## src/rtl/upuart_tx.sv

```systemverilog
// -----------------------------------------------------------------------------
// upuart_tx -- UltiSoC UART transmitter
//
// Pops bytes from a first-word-fall-through TX FIFO and serialises each one
// onto txd as an 8N1 frame (8N2 when STOP_BITS = 2). The frame is sent as
// start bit (0), data bits LSB first, then the stop bits (1). Bit timing
// comes from the shared baud tick uclk, which is a single-clk enable running
// at OVERSAMPLE times the baud rate. Each bit lasts exactly OVERSAMPLE ticks.
//
// Parameters
//   OVERSAMPLE  uclk ticks per bit, 2..64 (default 16)
//   STOP_BITS   stop bits per frame, 1 or 2 (default 1)
//
// Ports
//   clk         system clock
//   nrst        asynchronous active-low reset
//   data_in     FIFO head byte, valid while fifo_empty = 0
//   fifo_empty  TX FIFO empty flag
//   data_rd     FIFO pop strobe, exactly one clk wide
//   tx_en       transmitter enable; gates only the start of new frames
//   uclk        baud tick enable, one clk wide
//   txd         registered serial output, idles high
//   busy        high while a frame is in progress
// -----------------------------------------------------------------------------
module upuart_tx #(
    parameter int OVERSAMPLE = 16,
    parameter int STOP_BITS  = 1
) (
    input  logic       clk,
    input  logic       nrst,
    input  logic [7:0] data_in,
    input  logic       fifo_empty,
    output logic       data_rd,
    input  logic       tx_en,
    input  logic       uclk,
    output logic       txd,
    output logic       busy
);

    localparam int              TW          = $clog2(OVERSAMPLE);
    localparam logic [TW-1:0]   TICK_RELOAD = TW'(OVERSAMPLE - 1);
    localparam logic            STOP_RELOAD = 1'(STOP_BITS - 1);

    typedef enum logic [1:0] {
        S_IDLE,
        S_START,
        S_DATA,
        S_STOP
    } state_e;

    state_e        state_q,   state_d;
    logic [7:0]    shreg_q,   shreg_d;
    logic [TW-1:0] tick_q,    tick_d;
    logic [2:0]    bitcnt_q,  bitcnt_d;
    logic          stopcnt_q, stopcnt_d;
    logic          txd_q,     txd_d;
    logic          data_rd_q, data_rd_d;
    logic          busy_q,    busy_d;

    logic          can_start;
    logic          tick_zero;
    logic          start_frame;

    // A new frame may begin only while enabled and with a byte at the FIFO head.
    assign can_start = tx_en & ~fifo_empty;
    assign tick_zero = (tick_q == '0);

    // -------------------------------------------------------------------------
    // Next-state logic
    // -------------------------------------------------------------------------
    always_comb begin
        // NOTE: every signal assigned below gets a default first, so no path
        // through this block leaves a value unassigned and no latch is inferred.
        state_d     = state_q;
        shreg_d     = shreg_q;
        tick_d      = tick_q;
        bitcnt_d    = bitcnt_q;
        stopcnt_d   = stopcnt_q;
        txd_d       = txd_q;
        start_frame = 1'b0;
        // The pop strobe self-clears on the next clk edge regardless of uclk,
        // so it stays one clk wide even when uclk is tied high.
        data_rd_d   = 1'b0;

        if (uclk) begin
            unique case (state_q)
                S_IDLE: begin
                    txd_d = 1'b1;
                    if (can_start) begin
                        start_frame = 1'b1;
                    end
                end

                S_START: begin
                    if (tick_zero) begin
                        txd_d    = shreg_q[0];
                        shreg_d  = {1'b0, shreg_q[7:1]};
                        bitcnt_d = 3'd7;
                        tick_d   = TICK_RELOAD;
                        state_d  = S_DATA;
                    end else begin
                        tick_d = tick_q - TW'(1);
                    end
                end

                S_DATA: begin
                    if (tick_zero) begin
                        tick_d = TICK_RELOAD;
                        if (bitcnt_q != 3'd0) begin
                            txd_d    = shreg_q[0];
                            shreg_d  = {1'b0, shreg_q[7:1]};
                            bitcnt_d = bitcnt_q - 3'd1;
                        end else begin
                            txd_d     = 1'b1;
                            stopcnt_d = STOP_RELOAD;
                            state_d   = S_STOP;
                        end
                    end else begin
                        tick_d = tick_q - TW'(1);
                    end
                end

                S_STOP: begin
                    if (tick_zero) begin
                        if (stopcnt_q) begin
                            // Second stop bit of an 8N2 frame.
                            stopcnt_d = 1'b0;
                            tick_d    = TICK_RELOAD;
                        end else if (can_start) begin
                            // Chain straight into the next frame: this edge is
                            // already a tick, so there is no idle gap.
                            start_frame = 1'b1;
                        end else begin
                            state_d = S_IDLE;
                        end
                    end else begin
                        tick_d = tick_q - TW'(1);
                    end
                end

                default: begin
                    state_d = S_IDLE;
                    txd_d   = 1'b1;
                end
            endcase

            if (start_frame) begin
                shreg_d   = data_in;
                data_rd_d = 1'b1;
                txd_d     = 1'b0;
                tick_d    = TICK_RELOAD;
                state_d   = S_START;
            end
        end

        // busy is registered from the next state so it rises on the start edge
        // and falls on the edge that enters IDLE.
        busy_d = (state_d != S_IDLE);
    end

    // -------------------------------------------------------------------------
    // State registers
    // -------------------------------------------------------------------------
    always_ff @(posedge clk or negedge nrst) begin
        if (!nrst) begin
            state_q   <= S_IDLE;
            shreg_q   <= 8'h00;
            tick_q    <= '0;
            bitcnt_q  <= 3'd0;
            stopcnt_q <= 1'b0;
            txd_q     <= 1'b1;
            data_rd_q <= 1'b0;
            busy_q    <= 1'b0;
        end else begin
            // NOTE: non-blocking assignments here so every register samples the
            // values computed for this edge, independent of statement order.
            state_q   <= state_d;
            shreg_q   <= shreg_d;
            tick_q    <= tick_d;
            bitcnt_q  <= bitcnt_d;
            stopcnt_q <= stopcnt_d;
            txd_q     <= txd_d;
            data_rd_q <= data_rd_d;
            busy_q    <= busy_d;
        end
    end

    assign txd     = txd_q;
    assign data_rd = data_rd_q;
    assign busy    = busy_q;

endmodule

```

## config.mk

```make
export PLATFORM = sky130hd
export DESIGN_NAME = upuart_tx
export DESIGN_NICKNAME = d
export VERILOG_FILES = /design/src/rtl/upuart_tx.sv
export SDC_FILE = /design/constraint.sdc
export NUM_CORES = 1
export LEC_CHECK = 0
export ABC_AREA = 1
export CORE_MARGIN = 1
export CORE_UTILIZATION = 35
export DETAILED_ROUTE_END_ITERATION = 8
export PLACE_DENSITY = 0.53
export SKIP_LAST_GASP = 1
export SLEW_MARGIN = 20
export SYNTH_ARGS = -nofsm -noshare
export SYNTH_HDL_FRONTEND = slang
export SYNTH_SLANG_ARGS = --single-unit
```

## constraint.sdc

```tcl
create_clock -name clk -period 2 [get_ports clk]
set_input_delay 0.4 -clock clk [delete_from_list [all_inputs] [get_ports clk]]
set_output_delay 0.4 -clock clk [all_outputs]
set_load 0.05 [all_outputs]
```

==> results.toml <==
[worst_setup_path]
worstPathArrival_ps = 1450
criticalPathCategory = "reg -> out"
crit_start = "data_rd$_DFF_PN0_"
reg2reg_to = "shreg_q[6]$_DFFE_PN0P_"
path_cells = "clkdlybuf4s50_1"
cp-start-kind = "flip-flop"
crit_path_max_incr_delay_ps = 800
rrSetupSlack_ps = 200
crit_buf_inv = 1
end_kind = "output port"
worstPathMaxFanout = 1
critPathTopFamily = "buffers and inverters"
required_ps = 1600
reg2reg_depth = 8
rr_startpoint = "state_q[1]$_DFF_PN0_"
cp_slowest_cell = "clkdlybuf4s50_1"

[grt]
grt_pass1_wl_um = 4657
grt_use_total = 0.1484
grt_pass1_vias = 1056
grt_start_max_net_pins = 21
overflow = 0
antenna_found_initial = 0

[cells_and_area]
multi_input_area_um2 = 679.4
nets = 204
stdcell_area_um2 = 1529
antenna_cells = 0
final_cell_mix = "50 x nand2_1, 22 x nand3_1, 20 x inv_1"
stdcell_count = 228
mostFrequentLayoutCell = "nand2_1"
fillers = 345
seq_area_um2 = 501.7
drive_gt1_frac = 0.09890
area_growth_pct = 19.57

[pwr]
powerDensity_nw_per_um2 = 1165
power.leakage_nw = 0.8052
power_mw = 1.782
peakVddDrop_uv = 569.9

[timing]
post-route-period-util = 0.9227
max_freq_mhz = 541.9
maxSlewViolCount = 0
relSlewSlack = 0.6669
worst_slew_pin_slew_ps = 498.0
hold_violations = 0
hold_ws_ps = 417.4
period_needed_ps = 1845
rsz0062_at_grt = "false"
setup_violations = 0
tns_ps = 0
finClkSkew_ps = 2.086

[clock_network]
root_buffer = "clkbuf_4"
clock_path_buffers = 2
cts_tree = "done"
htreeDepth = 1
postCtsSetupRepairBufs = 0
clock_latency_ps = 300
cts_made_buffers = 3
cts_sinks = 20
path_clk_slew_ps = 120
post_cts_resized = 0
cts_hold_buf = 0

[outcome]
outcome = "finished clean"

[route]
drt_iter0_drc = 50
wl_per_cell_um = 11.50
wirelength_um = 2623
viasPerCell = 4.662
vias = 1063
ant_nets = 0
route.detailed.drc = 0
first_pass_iters = 4

[yosys]
syn_area_per_cell_um2 = 7.845
synth_nets = 184
yosys_warnings = 0
synth_top_area_share = 0.3718
ys_seq_elements = 20
synth_area_um2 = 1279
synth_cell_types = 22
synth.area.top_cells = "dfrtp_1 37%, nand2_1 15%, nand3_1 8.6%, ha_1 7.8%, inv_1 5.9%"
netlist_instances = 163
synth_top_area_cell = "dfrtp_1"
seq_area_frac_synth = 0.3924

[floorplan]
chipWidth_um = 62.45
die_area_um2 = 3899
start_util = 0.3744
rows = 21
die_y_um = 62.45
ios = 16
core_um2 = 3416

[placement]
dpl_cell_area_um2 = 1476
dp_cells = 224
port_buffers = 15
dp_hpwl_um = 2064
routabilityCongestion = 0.8239

[worst_hold_path]
min_path_type = "in -> async"

[run]
maxCapViolCount = 0
## worst max path at each step
stage,end,slack (ps),depth (start not counted)
3_5_place_dp,shreg_q[6]$_DFFE_PN0P_,160,8
5_1_grt,tick_q[3]$_DFFE_PN0P_,50,8
4_1_cts,data_rd,130,1
6_report,data_rd,150,1
2_1_floorplan,shreg_q[0]$_DFFE_PN0P_,440,8
3_3_place_gp,shreg_q[1]$_DFFE_PN0P_,170,8
## registers in the layout, summed over array words and instances (netlist names)
signal / cells
state_q: 2
bitcnt_q: 3
data_rd: 1
shreg_q: 8
txd: 1
busy: 1
tick_q: 4
## power breakdown
part	internal (mW)	switching (mW)	total, mW
combinational	0.289	0.528	0.817
clock	0.202	0.134	0.336
sequential	0.544	0.0848	0.629
total	1.04	0.746	1.78
## routing by layer
layer / global-route usage / vias up / share of wire
met3: 0.02190 / 0 / 0.032
li1: - / 560 / -
met4: 0.04360 / 0 / 0
met5: 0 / - / 0
met1: 0.2053 / 482 / 0.51
met2: 0.2391 / 21 / 0.46
## cell families (layout without fill, tap and decap cells)
family                     Yosys count  after routing  synth area share
adders and majority gates            8              8           0.07828
and+or+nand+nor                     97             97            0.3757
AOI/OAI and AO/OA                   14             14           0.06359
buffers and inverters               22             41           0.07632
xor gates and xnor gates             2              2           0.01370
DFF                                 20             20            0.3924
## metrics by stage
step                      setup slack [ps]  utilization
after floorplan                      440.8            -
after global placement               173.1       0.4322
after detailed placement             157.3       0.4322
after CTS                            130.7       0.4476
after global routing                 54.45       0.4476
final                                154.5       0.4476
## synth_stat cells
master / n
nor2_2: 1
a22oi_1: 2
inv_1: 20
nor2_1: 13
a21oi_2: 1
buf_6: 2
o211ai_1: 1
nand3_2: 1
dfrtp_1: 19
xor2_1: 1
nor2_8: 1
nand3_1: 22
nand2_4: 4
a21oi_1: 5
xnor2_1: 1
o21ai_0: 5
nand2_1: 50
dfstp_2: 1
nand4_1: 2
nor3_1: 1
ha_1: 8
nand3_4: 2
## layout make-up
type	count	area share
sequential	20	0.3281
multi-input combinational	121	0.4444
inverter	20	0.04910
clock buffer	3	0.01473
timing repair buffer	17	0.1064
clock inverter	1	0.01964
tap	46	0.03764
(Power assumes the default switching activity.)
==> variant: new RTL, same flow settings <==
Re-encode `state_e` (4 states) as one-hot, 4 bits wide.
--- a/src/rtl/upuart_tx.sv
+++ b/src/rtl/upuart_tx.sv
@@ -43,7 +43,7 @@
 
-    typedef enum logic [1:0] {
-        S_IDLE,
-        S_START,
-        S_DATA,
-        S_STOP
+    typedef enum logic [3:0] {
+        S_IDLE  = 4'b0001,
+        S_START = 4'b0010,
+        S_DATA  = 4'b0100,
+        S_STOP  = 4'b1000
     } state_e;
Function: same outputs for any inputs over 10 cycles, from zero or initial values and one cycle with nrst low; not proved beyond that.
==> variant against the original RTL <==
- sequential cell count increased by 2
- worst hold slack gained 0.060 ns
- wire length grew 1.1%
- design area rose by 4.5%
- synthesized cell count rose by 5.5%
- worst setup slack improved by 0.059 ns
- area after synthesis is 3.6% higher
- power up 0.31%
==> variant: results <==
{
  "outcome": "finished, final reports clean",
  "syn_area_per_cell_um2": 7.70,
  "place_worst_setup_slack_ns": 0.0233,
  "met3_usage_pct": 2.17,
  "post_route_cells_drive_above_1_share_pct": 18.8,
  "postPlaceCellArea_um2": 1530,
  "m1WireLength_mm": 1.34,
  "synth.yosys.seq_area_share_pct": 41.7,
  "top_signal_layer_used": "met4",
  "skew_ns": 0.00695,
  "largest_net_degree_at_the_start_of_global_routing": 23,
  "cts.root.buffer_cell": "sky130_fd_sc_hd__clkbuf_8",
  "cts.htree.levels": 1,
  "grt_pass1_wl_mm": 4.92,
  "ir_worst_vdd_mv": 0.409,
  "post_synth_main_area_contributors": "sky130_fd_sc_hd__dfrtp_1 (38%), sky130_fd_sc_hd__nand2_1 (13%), sky130_fd_sc_hd__o21ai_0 (6.4%), sky130_fd_sc_hd__inv_1 (5.7%), sky130_fd_sc_hd__nor2_1 (5.7%)",
  "top_regs": "shreg_q x8, state_q x4, tick_q x4",
  "num-nets-final": 209,
  "pwr-share-seq_pct": 38.1,
  "initialDrtViolationCount": 47,
  "net-switching-power_mw": 0.646,
  "worst-endpoint-arrival_ns": 1.39,
  "via_count": 1087,
  "clkTransAtPathRegs_ns": 0.08,
  "internal_power_mw": 1.14,
  "power.share.combinational_pct": 38.8,
  "detail_route_met2_wl_mm": 1.21,
  "gr-usage-met1_pct": 19.6,
  "gr-usage-all-layers_pct": 15.3,
  "ys_types": 27,
  "dpl.hpwl_mm": 2.03,
  "routed_wire_length_per_instance_um": 11.1,
  "wl_met3_um": 81,
  "worstSkewPairLatency_ns": 0.26,
  "final.fill_count": 386,
  "globalplace.congestion": 0.824,
  "finalNonFillerCells": 238,
  "grtUsageMet2_pct": 25.3,
  "power.leakage_nw": 0.788,
  "max_slew.worst_pin.slew_ns": 0.492,
  "synth.top_cells.by_count": "sky130_fd_sc_hd__nand2_1 (47), sky130_fd_sc_hd__dfrtp_1 (20), sky130_fd_sc_hd__inv_1 (20), sky130_fd_sc_hd__nor2_1 (20), sky130_fd_sc_hd__o21ai_0 (17)",
  "dpl.cell_count": 234
}
-- variant: changes by cell type in the layout (fill, tap and decap cells not counted), moves of 3 or more --
cell                       delta
sky130_fd_sc_hd__a21oi_1      -4
sky130_fd_sc_hd__clkbuf_4     -3
sky130_fd_sc_hd__clkbuf_8     +3
sky130_fd_sc_hd__ha_1         -5
sky130_fd_sc_hd__nand2_1      -3
sky130_fd_sc_hd__nand2_2      +9
sky130_fd_sc_hd__nand3_1     -15
sky130_fd_sc_hd__nor2_1       +7
sky130_fd_sc_hd__o21ai_0     +12
sky130_fd_sc_hd__o21ai_2      +6
-- variant: logic make-up after synthesis --
logic type / Yosys count / share of synthesized area [%]
AOI/OAI and AO/OA: 28 / 13.2
xor gates and xnor gates: 2 / 1.32
adders and majority gates: 3 / 2.83
and+or+nand+nor: 92 / 32.2
buffers and inverters: 25 / 8.69
DFF: 22 / 41.7
-- variant: layout make-up --
| class | instances | area, um2 | area share (%) |
|---|---|---|---|
| tap | 46 | 57.6 | 3.60 |
| clock buffer | 3 | 41.3 | 2.58 |
| inverter | 23 | 88.8 | 5.56 |
| timing repair buffer | 18 | 170 | 10.6 |
| clock inverter | 1 | 30.0 | 1.88 |
| multi-input combinational | 125 | 657 | 41.1 |
| sequential | 22 | 553 | 34.6 |
-- variant: final timing paths --
kind	endpoint	slack, ns	depth (start not counted)	from
worst max-delay path	data_rd	0.21	1	data_rd
worst min-delay path	shreg_q[2]	0.48	2	nrst
worst max register to register	shreg_q[3]	0.29	12	tick_q[0]
worst min register to register	shreg_q[0]	0.48	2	shreg_q[0]
max in group asynchronous	txd	1.24	2	nrst
min in group clk	shreg_q[0]	0.48	2	shreg_q[0]
